### config.mk
export PLATFORM = sky130hd
export DESIGN_NAME = jk_bank_arb
export DESIGN_NICKNAME = d
export VERILOG_FILES = /design/src/rtl/jk_bank_pkg.sv /design/src/rtl/jk_bank_rr_arb.sv /design/src/rtl/jk_bank_arb.sv
export SDC_FILE = /design/constraint.sdc
export NUM_CORES = 1
export LEC_CHECK = 0
export CAP_MARGIN = 20
export CORE_MARGIN = 1
export CORE_UTILIZATION = 30
export DETAILED_ROUTE_END_ITERATION = 8
export SYNTH_ARGS = -nofsm -noshare
export SYNTH_HDL_FRONTEND = slang
export SYNTH_SLANG_ARGS = --single-unit
### constraint.sdc
create_clock -name clk -period 3.45 [get_ports clk]
set_input_delay 0.345 -clock clk [delete_from_list [all_inputs] [get_ports clk]]
set_output_delay 0.345 -clock clk [all_outputs]
set_load 0.01 [all_outputs]
### src/rtl/jk_bank_pkg.sv
// Shared types, JK op encodings and the next-state helper for the JK bank
// controller. Optional idle counting is enabled by defining JK_BANK_CNT_EN.
package jk_bank_pkg;

    typedef enum logic {
        ST_IDLE  = 1'b0,
        ST_APPLY = 1'b1
    } state_e;

    typedef enum logic {
        REQ_A = 1'b0,
        REQ_B = 1'b1
    } req_e;

    // JK ops, encoded as {J, K}
    localparam logic [1:0] JK_HOLD = 2'b00;
    localparam logic [1:0] JK_CLR  = 2'b01;
    localparam logic [1:0] JK_SET  = 2'b10;
    localparam logic [1:0] JK_TGL  = 2'b11;

    localparam int JK_MAX_W = 32;

    // Per-bit JK rule at the widest supported bank; callers cast to their width.
    function automatic logic [JK_MAX_W-1:0] jk_next(
        input logic [JK_MAX_W-1:0] q,
        input logic [JK_MAX_W-1:0] j,
        input logic [JK_MAX_W-1:0] k
    );
        logic [JK_MAX_W-1:0] r;
        r = q;
        for (int i = 0; i < JK_MAX_W; i++) begin
            case ({j[i], k[i]})
                JK_HOLD: r[i] = q[i];
                JK_CLR:  r[i] = 1'b0;
                JK_SET:  r[i] = 1'b1;
                JK_TGL:  r[i] = ~q[i];
                default: r[i] = q[i];
            endcase
        end
        return r;
    endfunction

endpackage

### src/rtl/jk_bank_rr_arb.sv
// Two-way round-robin arbiter: on a tie the requester not granted last wins.
// READY is only offered while the owning controller is idle.
module jk_bank_rr_arb
    import jk_bank_pkg::*;
(
    input  logic a_valid,
    input  logic b_valid,
    input  logic idle,
    input  req_e last,
    output logic a_ready,
    output logic b_ready,
    output req_e gnt
);

    assign a_ready = idle && a_valid && (!b_valid || (last == REQ_B));
    assign b_ready = idle && b_valid && (!a_valid || (last == REQ_A));
    assign gnt     = b_ready ? REQ_B : REQ_A;

endmodule

### src/rtl/jk_bank_arb.sv
// Two-requester controller for a bank of JK flip-flops. Commands are latched
// on a handshake and applied one cycle later; when idle the bank can count up
// using JK toggle terms (only when JK_BANK_CNT_EN is defined).
//
// state    | meaning
// ST_IDLE  | accepting commands; counting if enabled and no handshake
// ST_APPLY | latched command is written into the bank at the next edge
module jk_bank_arb
    import jk_bank_pkg::*;
#(
    parameter int WIDTH = 8
) (
    input  logic             clk,
    input  logic             reset,     // asynchronous, active low
    input  logic             a_valid,
    output logic             a_ready,
    input  logic [WIDTH-1:0] a_j,
    input  logic [WIDTH-1:0] a_k,
    input  logic             b_valid,
    output logic             b_ready,
    input  logic [WIDTH-1:0] b_j,
    input  logic [WIDTH-1:0] b_k,
    input  logic             cnt_en,
    output logic [WIDTH-1:0] q,
    output logic [WIDTH-1:0] qn,
    output logic             ack,
    output logic             gnt_b,
    output logic             wrap
);

    state_e           state_q, state_d;
    req_e             last_q, last_d;
    req_e             gnt_b_q, gnt_b_d;
    logic [WIDTH-1:0] cmd_j_q, cmd_j_d;
    logic [WIDTH-1:0] cmd_k_q, cmd_k_d;
    logic [WIDTH-1:0] q_q, q_d;
    logic             wrap_q, wrap_d;

    logic             idle;
    logic             hs;
    req_e             gnt;
    logic [WIDTH-1:0] tgl;
    logic             cnt_go;

    // READY must drop immediately while reset is held, so reset gates idle.
    assign idle = (state_q == ST_IDLE) && reset;

    jk_bank_rr_arb u_arb (
        .a_valid (a_valid),
        .b_valid (b_valid),
        .idle    (idle),
        .last    (last_q),
        .a_ready (a_ready),
        .b_ready (b_ready),
        .gnt     (gnt)
    );

    assign hs = a_ready || b_ready;

    // Counter toggle terms: bit i flips when every lower bit is one.
    assign tgl[0] = 1'b1;
    for (genvar i = 1; i < WIDTH; i++) begin : g_tgl
        assign tgl[i] = &q_q[i-1:0];
    end

`ifdef JK_BANK_CNT_EN
    assign cnt_go = cnt_en;
`else
    logic cnt_en_unused;
    assign cnt_en_unused = cnt_en;
    assign cnt_go        = 1'b0;
`endif

    // Next-state: accept, apply, or count.
    always_comb begin
        state_d = state_q;
        last_d  = last_q;
        gnt_b_d = gnt_b_q;
        cmd_j_d = cmd_j_q;
        cmd_k_d = cmd_k_q;
        q_d     = q_q;
        wrap_d  = 1'b0;
        case (state_q)
            ST_IDLE: begin
                if (hs) begin
                    state_d = ST_APPLY;
                    last_d  = gnt;
                    gnt_b_d = gnt;
                    cmd_j_d = (gnt == REQ_B) ? b_j : a_j;
                    cmd_k_d = (gnt == REQ_B) ? b_k : a_k;
                end else if (cnt_go) begin
                    q_d    = WIDTH'(jk_next(JK_MAX_W'(q_q), JK_MAX_W'(tgl), JK_MAX_W'(tgl)));
                    wrap_d = &q_q;
                end
            end
            ST_APPLY: begin
                state_d = ST_IDLE;
                q_d     = WIDTH'(jk_next(JK_MAX_W'(q_q), JK_MAX_W'(cmd_j_q), JK_MAX_W'(cmd_k_q)));
            end
            default: state_d = ST_IDLE;
        endcase
    end

    // State, command and bank registers.
    always_ff @(posedge clk or negedge reset) begin
        if (!reset) begin
            state_q <= ST_IDLE;
            last_q  <= REQ_B;
            gnt_b_q <= REQ_A;
            cmd_j_q <= '0;
            cmd_k_q <= '0;
            q_q     <= '0;
            wrap_q  <= 1'b0;
        end else begin
            state_q <= state_d;
            last_q  <= last_d;
            gnt_b_q <= gnt_b_d;
            cmd_j_q <= cmd_j_d;
            cmd_k_q <= cmd_k_d;
            q_q     <= q_d;
            wrap_q  <= wrap_d;
        end
    end

    assign q     = q_q;
    assign qn    = ~q_q;
    assign ack   = (state_q == ST_APPLY);
    assign gnt_b = (gnt_b_q == REQ_B);
    assign wrap  = wrap_q;

endmodule

---- Yosys cells after proc, flatten, opt, wreduce, memory -nomap -nowiden ----
Cells that the tools add are included.
word-level totals
  word-level logic and storage cells ...... 97
  register bits ........................... 27
  bits of input ports ..................... 37
  output and inout bits ................... 21
cells by class
  equality and inequality tests ........... 32
  reduce and logical (&&, ||, !) cells .... 27
  mux-type cells .......................... 14
  bitwise gates (word level) .............. 11
operators with widths
  kind                  number
  $eq A2 B2 Y1 const B  16
  $mux W8               3
  $pmux W1 S3           8
  $reduce_and A2 Y1     9
  $eq A2 B1 Y1 const B  8
  $logic_not A2 Y1      8
  $ne A2 B2 Y1 const B  8
  $not A1 Y1            10
  $not A8 Y8            1
  $logic_and A1 B1 Y1   5
  $logic_or A1 B1 Y1    3
  $logic_not A1 Y1      2
  $mux W1               2
  $pmux W1 S2           1

---- Longest topological paths before layout ----
  depth in word-level cells ............... 7
  gate-level depth with buffers ........... 6
  mapped depth without buffers ............ 3

---- Modules after synthesis ----
A second synthesis with hierarchy kept.
unflattened totals
  cell total of the unflattened synthesis .. 101
  area, all modules ....................... 1,341.3 sq um
modules (own cells, without submodules)
  module          cells an instance  times used  seq. area each (sq um)  area an instance (sq um)
  jk_bank_arb     95                 1           676.9                   1,312.5
  jk_bank_rr_arb  6                  1           0.0                     28.8

---- Worst setup path before layout ----
OpenSTA, ideal clock, no wires.
  path kind ............................... register to output
  from .................................... register state_q, in the netlist ack
  to ...................................... output port b_ready
  buffers on the path ..................... 2
  required time ........................... 3.105 ns
  stages on the path, launching flop included .. 6
  arrival time ............................ 1.083 ns
  path slack .............................. 2.022 ns
  path through ............................ dfrtp_1 > buf_6 > and3b_2 > nand2_4 > buf_6 > inv_2
between the ends
  cells in the longest elaborated chain, start to end .. 4
ends and longest elaborated chain
  element                            RTL line              RTL
  start, declared                    jk_bank_arb.sv:31     state_e state_q, state_d;
  start signal, assigned             jk_bank_arb.sv:115    state_q <= state_d;
  $not A1 Y1 (no source line)        -
  $logic_and A1 B1 Y1                jk_bank_arb.sv:46     assign idle = (state_q == ST_IDLE) && reset;
  $logic_and A1 B1 Y1 (2 in series)  jk_bank_rr_arb.sv:16  assign b_ready = idle && b_valid && (!a_valid || (last == REQ_A));
  end, declared                      jk_bank_arb.sv:20     output logic b_ready,
No other way between the ends.

---- Final worst setup path ----
  from .................................... input port reset
  to ...................................... output port b_ready
between the ends
  cells in the longest elaborated chain, start to end .. 3
ends and longest elaborated chain
  element                            RTL line              RTL
  start, declared                    jk_bank_arb.sv:14     input logic reset,
  $logic_and A1 B1 Y1                jk_bank_arb.sv:46
  $logic_and A1 B1 Y1 (2 in series)  jk_bank_rr_arb.sv:16
No other way between the ends.

==> report_table.html <==
<table>
<tr><th>Metric</th><th>Value</th></tr>
<tr><th colspan="2">Run status</th></tr>
<tr><td>Run status</td><td>finished with violations</td></tr>
<tr><td>Violations in the final reports</td><td>design-rule violations</td></tr>
<tr><th colspan="2">Yosys</th></tr>
<tr><td>Cell type with the highest aggregate area in the netlist</td><td>sky130_fd_sc_hd__dfrtp_1</td></tr>
<tr><td>Number of storage elements in the synthesis netlist</td><td>27</td></tr>
<tr><td>Number of distinct library cells after synthesis</td><td>24</td></tr>
<tr><td>Mapped cell area</td><td>0.00142 sq mm</td></tr>
<tr><td>Simple-gate portion of the synthesized area</td><td>0.0416</td></tr>
<tr><td>Dominant combinational cell family by area after synthesis</td><td>compound AO/OA/AOI/OAI gates</td></tr>
<tr><td>Largest cells by area after synthesis</td><td>sky130_fd_sc_hd__dfrtp_1 (46%), sky130_fd_sc_hd__o2111ai_1 (9.9%), sky130_fd_sc_hd__o211ai_2 (7.1%)</td></tr>
<tr><td>Synth warn</td><td>0</td></tr>
<tr><td>Avg Cell Area, Syn</td><td>9.90 sq um</td></tr>
<tr><td>Synthesized-area fraction occupied by ao, oa, aoi and oai cells</td><td>0.347</td></tr>
<tr><td>Area share of fa/ha/maj cells after synthesis</td><td>0</td></tr>
<tr><td>Top cell type's share of synthesized area</td><td>0.460</td></tr>
<tr><td>Cells after synthesis</td><td>143</td></tr>
<tr><td>Share of the yosys chip area belonging to registers</td><td>0.478</td></tr>
<tr><td>Mux contribution to synthesized area</td><td>0</td></tr>
<tr><td>Xor-xnor portion of the synthesized cell area</td><td>0</td></tr>
<tr><td>Syn_nets</td><td>180</td></tr>
<tr><th colspan="2">Timing</th></tr>
<tr><td>Final TNS setup</td><td>0 ns</td></tr>
<tr><td>RSZ-0062 raised after global routing</td><td>no</td></tr>
<tr><td>Slew Viols, Final</td><td>0</td></tr>
<tr><td>Final hold violation count</td><td>0</td></tr>
<tr><td>Worst Tran Pin Value</td><td>0.663 ns</td></tr>
<tr><td>Max Clock Freq</td><td>0.401 GHz</td></tr>
<tr><td>Final setup violating endpoints</td><td>0</td></tr>
<tr><td>Final critical path time including I/O delays and setup</td><td>2.50 ns</td></tr>
<tr><td>Worst Skew</td><td>between 0.009 and 0.01 ns</td></tr>
<tr><td>Final period util</td><td>0.724</td></tr>
<tr><td>Remaining max-slew budget at the tightest pin</td><td>0.558</td></tr>
<tr><th colspan="2">Clocking</th></tr>
<tr><td>Later-pin clock latency in the skew report</td><td>roughly 0.28 ns</td></tr>
<tr><td>Number of buffers on the longest clock path</td><td>2</td></tr>
<tr><td>CTS Root Buffer Type</td><td>sky130_fd_sc_hd__clkbuf_8</td></tr>
<tr><td>Number of levels the H-tree was split into</td><td>1</td></tr>
<tr><td>Number of instances resized during post-cts repair</td><td>0</td></tr>
<tr><td>Clock transition at the register clock pins on the worst setup and hold paths after CTS</td><td>0.09 ns</td></tr>
<tr><td>Number of clock buffers inserted by TritonCTS</td><td>3</td></tr>
<tr><td>TritonCTS sink count</td><td>27</td></tr>
<tr><td>Post CTS Setup Buffer Count</td><td>0</td></tr>
<tr><td>Clock tree from TritonCTS</td><td>yes</td></tr>
<tr><td>Number of hold buffers added after cts</td><td>0</td></tr>
<tr><th colspan="2">Pwr</th></tr>
<tr><td>Standby leakage power</td><td>0.879 nW</td></tr>
<tr><td>VDD IR-drop max</td><td>0.304 mV</td></tr>
<tr><td>Internal Pwr Total</td><td>0.000768 W</td></tr>
<tr><td>Clock network fraction of total power</td><td>0.161</td></tr>
<tr><td>Part of the power in registers</td><td>0.439</td></tr>
<tr><td>Net switching component of the power</td><td>0.000389 W</td></tr>
<tr><td>Pwr per Cell Area</td><td>573 mW/mm^2</td></tr>
<tr><td>Switching part of the total</td><td>0.336</td></tr>
<tr><td>Gate power share</td><td>0.400</td></tr>
<tr><td>Total power of the final layout</td><td>0.00116 W</td></tr>
<tr><th colspan="2">Critical path</th></tr>
<tr><td>Slowest stage cell on the critical path</td><td>sky130_fd_sc_hd__clkdlybuf4s50_1</td></tr>
<tr><td>Delay of the slowest cell on the worst path</td><td>approximately 0.72 ns</td></tr>
<tr><td>Cells along the critical path</td><td>clkdlybuf4s50_1 -&gt; and3b_2 -&gt; nand2_4 -&gt; inv_2 -&gt; clkdlybuf4s50_1</td></tr>
<tr><td>Sort of element at the end of the critical path</td><td>output port</td></tr>
<tr><td>Top fanout value on the critical path</td><td>18</td></tr>
<tr><td>Required time worst endpoint</td><td>3.11 ns</td></tr>
<tr><td>Data arrival at the endpoint of the critical path</td><td>2.15 ns</td></tr>
<tr><td>Crit-path leading delay family</td><td>buffers and inverters</td></tr>
<tr><td>Crit path kind</td><td>input pin to output port</td></tr>
<tr><td>Count of buffering cells on the critical path with inverters included</td><td>3</td></tr>
<tr><td>Top cell by count, worst path</td><td>sky130_fd_sc_hd__clkdlybuf4s50_1</td></tr>
<tr><td>Stages on worst setup path</td><td>5</td></tr>
<tr><td>Type of origin of the critical path</td><td>input pin</td></tr>
<tr><td>Setup slack, reg-to-reg</td><td>1.88 ns</td></tr>
<tr><td>Count of cells along the worst register-to-register path</td><td>3</td></tr>
<tr><th colspan="2">Placed design</th></tr>
<tr><td>IO buf count</td><td>55</td></tr>
<tr><td>HPWL Detailed</td><td>between 2000 and 3000 um</td></tr>
<tr><td>Final Wtd Congestion</td><td>0.749</td></tr>
<tr><th colspan="2">Cells and area</th></tr>
<tr><td>Layout net count</td><td>230</td></tr>
<tr><td>Commonest cells after routing, fill and taps aside</td><td>sky130_fd_sc_hd__clkdlybuf4s50_1 (55), sky130_fd_sc_hd__dfrtp_1 (26), sky130_fd_sc_hd__inv_1 (25), sky130_fd_sc_hd__o2111ai_1 (16), sky130_fd_sc_hd__o21ai_0 (12)</td></tr>
<tr><td>Fraction of final layout cells sized beyond drive strength 1</td><td>0.115</td></tr>
<tr><td>Total area of sequential cells</td><td>677 sq um</td></tr>
<tr><td>Count of inserted antenna diode cells</td><td>0</td></tr>
<tr><td>Multi-input combinational cell area</td><td>~550 sq um</td></tr>
<tr><td>Most common cell after layout, fill and taps aside</td><td>sky130_fd_sc_hd__clkdlybuf4s50_1</td></tr>
<tr><td>Signed area change from the synthesized netlist to the final layout</td><td>42.7%</td></tr>
<tr><td>Fill cell instance count of the final layout</td><td>447</td></tr>
<tr><th colspan="2">Min path</th></tr>
<tr><td>Worst Hold Class</td><td>input pin to async pin</td></tr>
<tr><th colspan="2">Global route</th></tr>
<tr><td>Wire length of the first global-routing pass</td><td>between 6000 and 7000 um</td></tr>
<tr><td>Largest net degree at the start of global routing</td><td>23</td></tr>
<tr><td>Total congestion overflow</td><td>0</td></tr>
<tr><td>GR Util All Layers</td><td>0.165</td></tr>
<tr><td>Initial antenna violation count</td><td>0</td></tr>
<tr><td>Via count of the first global-routing pass</td><td>1362</td></tr>
<tr><th colspan="2">Detailed routing</th></tr>
<tr><td>Number of remaining DRC errors</td><td>16</td></tr>
<tr><td>TritonRoute pass-1 iters</td><td>6</td></tr>
<tr><td>Number of violations reported at the end of detailed-routing iteration 0</td><td>79</td></tr>
<tr><td>DR vias/cell</td><td>5.19</td></tr>
<tr><td>DRT antenna net count</td><td>0</td></tr>
<tr><td>Wirelength, routed</td><td>3830 um</td></tr>
<tr><td>Via Count</td><td>1266</td></tr>
<tr><td>WL per Instance</td><td>15.7 um</td></tr>
<tr><th colspan="2">Floorplan</th></tr>
<tr><td>DIE AREA</td><td>about 0.0050 sq mm</td></tr>
<tr><td>Floorplan die width</td><td>70.7 um</td></tr>
<tr><td>Placeable core region</td><td>0.00444 sq mm</td></tr>
<tr><td>Floorplan row count</td><td>24</td></tr>
<tr><td>IO Pins</td><td>58</td></tr>
<tr><td>Initial cell density of the core</td><td>0.318</td></tr>
<tr><td>Vertical die dimension</td><td>70.7 um</td></tr>
<tr><th colspan="2">Job</th></tr>
<tr><td>Max-capacitance violation count</td><td>0</td></tr>
</table>
[per-stage QoR]
| stage | util | hold WS [ns] | instances | setup WS (ns) | area, sq um |
|---|---|---|---|---|---|
| after detailed placement | 0.443 | 0.447 | 240 | 0.952 | 1970 |
| final | 0.454 | 0.364 | 244 | 0.953 | 2020 |
| after global routing | 0.454 | 0.372 | 244 | 0.854 | 2020 |
| after global placement | 0.443 | 0.443 | 240 | 0.969 | 1970 |
| after CTS | 0.454 | 0.374 | 244 | 0.920 | 2020 |
| after floorplan | - | 0.0494 | 143 | 2.02 | 1420 |
[sequential cells by signal (all words and copies together) (netlist names)]
name     flops
ack          1
cmd_j_q      8
cmd_k_q      8
gnt_b        1
last_q       1
q            8
[per-layer routing]
| layer | track usage | part of all wire |
|---|---|---|
| met5 | 0 | 0 |
| met4 | 0.0533 | 0.0089 |
| met3 | 0.0370 | 0.081 |
| met2 | 0.278 | 0.49 |
| met1 | 0.211 | 0.42 |
[power by group through the flow]
stage	combinational [W]	sequential, W	clock, W
floorplan	0.000199	0.000499	0
global placement	0.000461	0.000507	0
detailed placement	0.000468	0.000513	0
CTS	0.000469	0.000507	0.000188
global route	0.000507	0.000525	0.000203
finish	0.000463	0.000508	0.000186
[cells by family (layout without fill, tap and decap cells)]
group,after synthesis,after routing
other,1,1
AO/OA/AOI/OAI,67,67
buffers and inverters,40,89
flip-flops,27,27
AND/OR/NAND/NOR,8,8
[cells in the mapped netlist, drive strengths merged]
master / n
a31oi: 9
o2111ai: 16
dfstp: 1
conb: 1
nor2: 3
buf: 11
and3b: 1
o211ai: 16
a21oi: 8
nor2b: 1
o21ai: 17
dfrtp: 26
nand2: 2
o211a: 1
inv: 27
nand2b: 1
clkbuf: 2
[layout make-up]
class                           instances  share of cell area
Inverter                               27              0.0502
Clock buffer                            3              0.0204
Clock inverter                          1             0.00372
Sequential cell                        27               0.335
Timing Repair Buffer                   58               0.284
Tap cell                               52              0.0322
Multi-Input combinational cell         76               0.274
[final timing paths]
path,to,startpoint
max,b_ready,reset
min,q[1],reset
max reg2reg,cmd_j_q[5],ack
min reg2reg,q[6],cmd_k_q[6]
max in group asynchronous,cmd_k_q[0],reset
min in group clk,q[6],cmd_k_q[6]
No activity file was read; power rests on OpenSTA's default activity.
